[src/rtl/parity_stream.sv]
// -----------------------------------------------------------------------------
// parity_stream
//
// Accumulates parity over a framed stream of data beats and presents one
// result per frame:
//   * row parity    - XOR of every bit of every beat (optionally inverted)
//   * column parity - bitwise XOR of all beats
//   * beat count    - saturating at 2^CNT_W-1
//   * error flag    - row parity compared against an expected value
//
// The frame result is registered on the last beat and held until it is
// consumed. While a result is held the input side is stalled (in_ready=0),
// so at least two cycles separate consecutive frame results.
//
// Parameters
//   WIDTH  data beat width in bits (>= 1)
//   CNT_W  beat counter width in bits (>= 1)
//   ODD    parity sense: 0 = even, 1 = odd
//
// Compile-time option
//   PARITY_STREAM_ERR_EN  when defined, out_err is registered on the last
//                         beat as (row parity ^ ODD) != in_exp. When not
//                         defined, in_exp is accepted but ignored and out_err
//                         is tied to 0.
//
// Ports
//   clk         single clock, rising edge
//   rst         asynchronous, active-high reset
//   in_valid    beat offered
//   in_ready    beat can be accepted (high unless a result is held)
//   in_data     beat payload
//   in_last     final beat of frame
//   in_exp      expected frame parity, qualified with the last beat
//   out_valid   frame result available
//   out_ready   frame result consumed
//   out_parity  frame row parity bit
//   out_col     column parity (XOR of all beats)
//   out_beats   saturated beat count of the frame
//   out_err     parity mismatch flag
// -----------------------------------------------------------------------------
module parity_stream #(
  parameter int WIDTH = 8,
  parameter int CNT_W = 4,
  parameter bit ODD   = 1'b0
) (
  input  logic             clk,
  input  logic             rst,
  input  logic             in_valid,
  output logic             in_ready,
  input  logic [WIDTH-1:0] in_data,
  input  logic             in_last,
  input  logic             in_exp,
  output logic             out_valid,
  input  logic             out_ready,
  output logic             out_parity,
  output logic [WIDTH-1:0] out_col,
  output logic [CNT_W-1:0] out_beats,
  output logic             out_err
);

  localparam logic [CNT_W-1:0] CNT_MAX = {CNT_W{1'b1}};

  typedef enum logic [1:0] {
    IDLE = 2'd0,  // no beat held
    ACC  = 2'd1,  // at least one beat, last beat not yet seen
    DONE = 2'd2   // frame result held
  } state_t;

  state_t state;
  state_t state_nxt;

  // Running accumulators for the frame in progress.
  logic             row_acc;
  logic [WIDTH-1:0] col_acc;
  logic [CNT_W-1:0] count;

  // Accumulator values after folding in the current beat.
  logic             row_base;
  logic [WIDTH-1:0] col_base;
  logic [CNT_W-1:0] cnt_base;
  logic             row_nxt;
  logic [WIDTH-1:0] col_nxt;
  logic [CNT_W-1:0] cnt_nxt;

  logic accept;       // beat taken this cycle
  logic accept_last;  // last beat of a frame taken this cycle
  logic consume;      // held result handed off this cycle

  // ---------------------------------------------------------------------------
  // Handshakes
  // ---------------------------------------------------------------------------
  assign in_ready    = (state != DONE);
  assign accept      = in_valid & in_ready;
  assign accept_last = accept & in_last;
  assign consume     = (state == DONE) & out_ready;

  // ---------------------------------------------------------------------------
  // State register
  // ---------------------------------------------------------------------------
  // NOTE: sequential state uses non-blocking (<=) so every register samples
  // the pre-edge values of the others, independent of block ordering.
  always_ff @(posedge clk or posedge rst) begin
    if (rst) begin
      state <= IDLE;
    end else begin
      state <= state_nxt;
    end
  end

  // ---------------------------------------------------------------------------
  // Next-state logic
  // ---------------------------------------------------------------------------
  // NOTE: state_nxt is given a default before the case so that no path
  // leaves it unassigned, which would otherwise infer a latch.
  always_comb begin
    state_nxt = state;
    unique case (state)
      IDLE, ACC: begin
        if (accept) begin
          state_nxt = in_last ? DONE : ACC;
        end
      end
      DONE: begin
        if (out_ready) begin
          state_nxt = IDLE;
        end
      end
      default: state_nxt = IDLE;
    endcase
  end

  // ---------------------------------------------------------------------------
  // Accumulator update
  // ---------------------------------------------------------------------------
  // In IDLE the accumulators are treated as zero, so a new frame always
  // starts clean even if stale values were left in the registers.
  always_comb begin
    row_base = 1'b0;
    col_base = '0;
    cnt_base = '0;
    if (state != IDLE) begin
      row_base = row_acc;
      col_base = col_acc;
      cnt_base = count;
    end

    row_nxt = row_base ^ (^in_data);
    col_nxt = col_base ^ in_data;
    cnt_nxt = (cnt_base == CNT_MAX) ? cnt_base : cnt_base + CNT_W'(1);
  end

  // NOTE: every register, data as well as control, has an async reset value
  // so a reset mid-frame leaves nothing behind for the next frame.
  always_ff @(posedge clk or posedge rst) begin
    if (rst) begin
      row_acc <= 1'b0;
      col_acc <= '0;
      count   <= '0;
    end else if (accept) begin
      row_acc <= row_nxt;
      col_acc <= col_nxt;
      count   <= cnt_nxt;
    end else if (consume) begin
      row_acc <= 1'b0;
      col_acc <= '0;
      count   <= '0;
    end
  end

  // ---------------------------------------------------------------------------
  // Result registers
  // ---------------------------------------------------------------------------
  // Results are loaded from the post-beat accumulator values so the frame
  // result is visible the cycle after the last beat. On consumption only
  // out_valid drops; the data fields keep their last values.
  always_ff @(posedge clk or posedge rst) begin
    if (rst) begin
      out_valid  <= 1'b0;
      out_parity <= 1'b0;
      out_col    <= '0;
      out_beats  <= '0;
    end else if (accept_last) begin
      out_valid  <= 1'b1;
      out_parity <= row_nxt ^ ODD;
      out_col    <= col_nxt;
      out_beats  <= cnt_nxt;
    end else if (consume) begin
      out_valid  <= 1'b0;
    end
  end

`ifdef PARITY_STREAM_ERR_EN
  // Error flag is captured with the parity bit, from in_exp of the last beat.
  always_ff @(posedge clk or posedge rst) begin
    if (rst) begin
      out_err <= 1'b0;
    end else if (accept_last) begin
      out_err <= (row_nxt ^ ODD) != in_exp;
    end
  end
`else
  // Error checking compiled out: in_exp is kept on the port but unused.
  logic unused_in_exp;
  assign unused_in_exp = in_exp;
  assign out_err       = 1'b0;
`endif

endmodule
[config.mk]
export PLATFORM = sky130hd
export DESIGN_NAME = parity_stream
export DESIGN_NICKNAME = d
export VERILOG_FILES = /design/src/rtl/parity_stream.sv
export SDC_FILE = /design/constraint.sdc
export NUM_CORES = 1
export LEC_CHECK = 0
export ABC_CLOCK_PERIOD_IN_PS = 1700
export BUFFER_PORTS_ARGS = -buffer_cell sky130_fd_sc_hd__buf_4
export CAP_MARGIN = 20
export CORE_MARGIN = 2
export CORE_UTILIZATION = 54
export DETAILED_ROUTE_END_ITERATION = 6
export GPL_TIMING_DRIVEN = 0
export PLACE_DENSITY = 0.78
export REMOVE_ABC_BUFFERS = 1
export SLEW_MARGIN = 25
export SYNTH_ARGS = -nofsm -noshare
export SYNTH_HDL_FRONTEND = slang
export SYNTH_SLANG_ARGS = --single-unit
[constraint.sdc]
create_clock -name clk -period 1.7 [get_ports clk]
set_clock_uncertainty 0.05 [all_clocks]
set_input_delay 0.085 -clock clk [delete_from_list [all_inputs] [get_ports clk]]
set_output_delay 0.085 -clock clk [all_outputs]
set_load 0.02 [all_outputs]
Word level (Yosys, flattened, before mapping)
Index checks and enable logic that the tools add are counted.
{"block": "word_totals", "regBits": 29, "inputBits": 14, "out_inout_bits": 16, "wordCells": 42}
{"block": "classes", "n_addsub": 1, "n_eq_ne": 6, "mux": 15, "bitwise_logic": 5, "n_reduce_logical": 7}
{"op": "two-way mux 8 bit", "count": 3}
{"op": "two-way mux 4 bit", "count": 4}
{"op": "parity 8 bit", "count": 1}
{"op": "bitwise XOR 8 bit", "count": 1}
{"op": "two-way mux 2 bit", "count": 3}
{"op": "!= test 2 bit, second input constant", "count": 3}
{"op": "nonzero test 2 bit", "count": 3}
{"op": "adder 4 x 1 -> 4 bit, second input constant", "count": 1}
{"op": "equality test 4 bit, second input constant", "count": 1}
{"op": "two-way mux 1 bit", "count": 4}
{"op": "one-hot mux 2 bit (2 select lines)", "count": 1}
{"op": "AND 1 bit", "count": 3}
{"op": "equality test 2 x 1 -> 1 bit, second input constant", "count": 1}
{"op": "equality test 2 bit, second input constant", "count": 1}
{"op": "zero test 2 bit", "count": 1}
{"op": "AND reduction 2 bit", "count": 1}
{"op": "OR reduction 2 bit", "count": 1}
{"op": "bitwise XOR 1 bit", "count": 1}

Depth between registers and ports, before layout
{"block": "depth", "word_depth": 5, "mapped_depth": 6, "ltp_nobuf": 5}

Worst setup path before layout
OpenSTA, ideal clock, no wires.
{"block": "synth_path", "kind": "reg-to-reg", "start": "register state[1]", "end": "register row_acc", "setup_ps": 126, "arrival_time_ps": 1357, "path_slack_ps": 167, "path_stages_with_launch": 5, "path_buffers": 1, "period_less_slack_ps": 1533, "cell_sequence": "dfrtp_1 -> buf_2 -> nand2b_1 -> or2_2 -> a311o_1"}
{"element": "start, declared", "line": "69", "rtl": "state_t state;"}
{"element": "start signal, assigned", "line": "106", "rtl": "state <= state_nxt;"}
{"element": "!= test 2 bit *", "line": "92", "rtl": "assign in_ready = (state != DONE);"}
{"element": "net in_ready", "line": "49", "rtl": "output logic in_ready,"}
{"element": "AND 1 bit *", "line": "93", "rtl": "assign accept = in_valid & in_ready;"}
{"element": "two-way mux 1 bit or nonzero test 2 bit (tied branches)"}
{"element": "end signal, assigned", "line": "160", "rtl": "row_acc <= row_nxt;"}
{"element": "end, declared", "line": "73", "rtl": "logic row_acc;"}
Mark *: on every way through the listed nets, which the timed path passes. The rest lies on a longest branch.
A chain may end at the register's enable or synchronous reset.

Final worst setup path
{"block": "layout_path", "start": "register state[0]", "end": "register row_acc"}
{"block": "layout_via", "elab_chain_cells": 4}
{"element": "nonzero test 2 bit", "line": "141", "rtl": "if (state != IDLE) begin"}
{"element": "two-way mux 1 bit", "line": "141"}
{"element": "bitwise XOR 1 bit", "line": "147", "rtl": "row_nxt = row_base ^ (^in_data);"}
{"element": "two-way mux 1 bit", "line": "159", "rtl": "end else if (accept) begin"}
Several ways; a longest one is shown, not always the timed one.

==> results.yml <==
timing:
  relSlewSlack_pct: 59.00
  fin_crit_sh_pct: 96.51
  layout_setup_ws_ns: 0.05927
  tns_ns: 0
  final-setup-viol-count: 0
  hold_violations: 0
  rsz0062_at_grt: "no"
  max_freq_mhz: 609.5
  drv_slew: 0
  min_period_ns: 1.641
  max_slew.worst_pin.slew_ns: 0.6140
detailed_routing:
  ant_nets: 0
  wirelength_um: 3577
  vias: 1385
  wire_per_inst_um: 15.03
  firstDrtPassIters: 4
  drc: 0
  first_iter_violations: 42
  viasPerCell: 5.819
worst_setup_path:
  r2r_end: "row_acc"
  rr_worst_depth: 3
  r2r_slack_ns: 0.06
  critPathRequiredTime_ns: 1.87
  startpoint_type: "flop"
  criticalPathCategory: "flop to flop"
  cp-end-kind: "flop"
  r2r-start: "state[0]"
  crit_fanout: 16
  cp_data_arrival_time_ns: 1.81
die:
  start_util_pct: 56.16
  rows: 19
  core_um2: 2734
  die_width_um: 57.32
  top_level_ports: 30
  fp.dieArea_um2: 3286
  die_h_um: 57.32
placed_design:
  dpl_cell_area_um2: 1728
  place.gp.congestion: 0.8090
  dp_worst_setup_slack_ns: -0.4640
  dp_hpwl_um: 2298
  portBuffers: 27
grt:
  antenna_found_initial: 0
  met3_usage_pct: 7.029
  grt_max_degree: 30
  grt_first_pass_wirelength_um: 5851
  grt_usage_pct: 23.60
  use_met2_pct: 39.24
  overflow: 0
  met1_usage_pct: 27.84
  grt.busiest_layer: "met2"
  grt_pass1_vias: 1313
cts:
  htreeDepth: 2
  cts_tree: "yes"
  path_clk_slew_ns: 0.09
  clock-sinks: 29
  cts_max_path_buffers: 2
  numCtsBuffers: 5
  postCtsSetupRepairBufs: 0
  cts_root_buffer: "clkbuf_4"
  clk_latency_ns: 0.34
final_layout:
  layout-area-overhead-vs-synth_pct: 23.23
  most-common-layout-cells: "nand2_1, dfrtp_1, buf_4, a21oi_1, xnor2_1"
  nets: 220
  nFillCells: 224
  layout_commonest_cell: "nand2_1"
  drive_gt1_share_pct: 19.32
  final_core_util_pct: 69.20
  diodes: 0
  fin_area_um2: 1892
yosys:
  ys_warn_count: 0
  synth_area_leaders: "dfrtp_1, xnor2_1, a311oi_1, nand2_1, a21oi_1"
  syn_avg_cell_area_um2: 8.823
  yosys.area.top_type_share_pct: 47.27
  postSynthCellCount: 174
  ys_seq_elements: 29
  yosys.area.top_type: "dfrtp_1"
  seq_area_frac_synth_pct: 47.27
  syn-cell-area_um2: 1535
  synth_cell_types: 27
pwr:
  max-vdd-ir-drop_uv: 940.4
  total_power_w: 0.002221
  p_leak_nw: 0.8518
  p_per_area_nw_per_um2: 1174
worst_hold_path:
  hold_end: "col_acc[6]"
  min_path_cells: 3
  hold_path.class: "input port to flop"
  holdCritStartpoint: "in_data[6]"
run:
  cap_violations: 0
status:
  outcome: "finished, final reports clean"
==> report_power, final <==
group | internal (W) | total (W) | switching, W | leakage (nW)
registers | 0.000864 | 0.00105 | 0.000182 | 0.359
logic | 0.000352 | 0.000770 | 0.000418 | 0.466
clock network | 0.000164 | 0.000405 | 0.000241 | 0.0265
==> layout make-up <==
cell class,count,area [um^2],share of cell area (%)
Multi-Input combinational cell,123,742.0,39.22
Sequential cell,29,728.2,38.49
Timing Repair Buffer,36,292.8,15.48
Clock buffer,8,48.80,2.579
Inverter,11,41.29,2.183
Tap cell,31,38.79,2.050
==> kinds of logic (layout without fill, tap and decap cells) <==
kind of cell | Yosys count | after routing | synth area share, %
xor gates and xnor gates | 16 | 16 | 9.128
other | 1 | 1 | 0.2443
AOI/OAI and AO/OA | 58 | 58 | 23.64
DFF | 29 | 29 | 47.27
buffers and inverters | 22 | 55 | 5.868
and+or+nand+nor | 48 | 48 | 13.86
==> routing by layer <==
metal / wire length (um) / part of all wire [%] / vias up
met3: 140 / 3.9 / 10
met5: 0 / 0 / -
met4: 76 / 2.1 / 0
met2: 1777 / 50 / 33
met1: 1582 / 44 / 664
li1: - / - / 678
==> worst max-delay path, stage by stage (launching register included) <==
cell,delay [ns]
dfrtp_2,0.52
nand2b_2,0.29
or2_2,0.34
a311o_1,0.32
==> through the flow <==
| stage | cells | hold slack [ns] |
|---|---|---|
| floorplan | 163 | 0.1131 |
| detailed placement | 221 | 0.1557 |
| global route | 238 | 0.02147 |
| finish | 238 | 0.03515 |
| CTS | 238 | 0.02296 |
| global placement | 221 | 0.2338 |
==> flip-flops by register name, indices dropped and copies added, names as in the netlist <==
register	cells
col_acc	8
out_valid	1
out_parity	1
state	2
row_acc	1
out_beats	4
out_col	8
count	4
==> how the worst max path moves through the flow <==
stage	start	to	slack [ns]
4_1_cts	state[0]	row_acc	0.07
2_1_floorplan	state[0]	out_beats[0]	-0.09
6_report	state[0]	row_acc	0.06
3_5_place_dp	state[0]	out_col[5]	-0.46
5_1_grt	state[0]	row_acc	0.01
3_3_place_gp	state[0]	out_col[0]	-0.39
==> cells in the mapped netlist, drive strengths merged <==
| cell | instances |
|---|---|
| o2111ai | 1 |
| dfrtp | 29 |
| a21oi | 22 |
| and3 | 2 |
| and4 | 2 |
| nand2b | 1 |
| nand3 | 4 |
| buf | 6 |
| or2 | 2 |
| clkinv | 1 |
| a211oi | 2 |
| xnor2 | 16 |
| conb | 1 |
| inv | 10 |
| and2 | 1 |
| nor2 | 2 |
| o21ai | 14 |
| a311oi | 14 |
| clkbuf | 5 |
| a31oi | 2 |
| a311o | 1 |
| nor3 | 2 |
| o22ai | 1 |
| o31ai | 1 |
| nand2 | 32 |
==> timing repair <==
action | CTS | global route
hold buffers | 9 | 0
endpoints found under the hold margin | 37 | 0
gates resized for setup | 6 | 1
setup endpoints to repair | 20 | 1
Note: power is estimated with default switching activity, not from simulation.
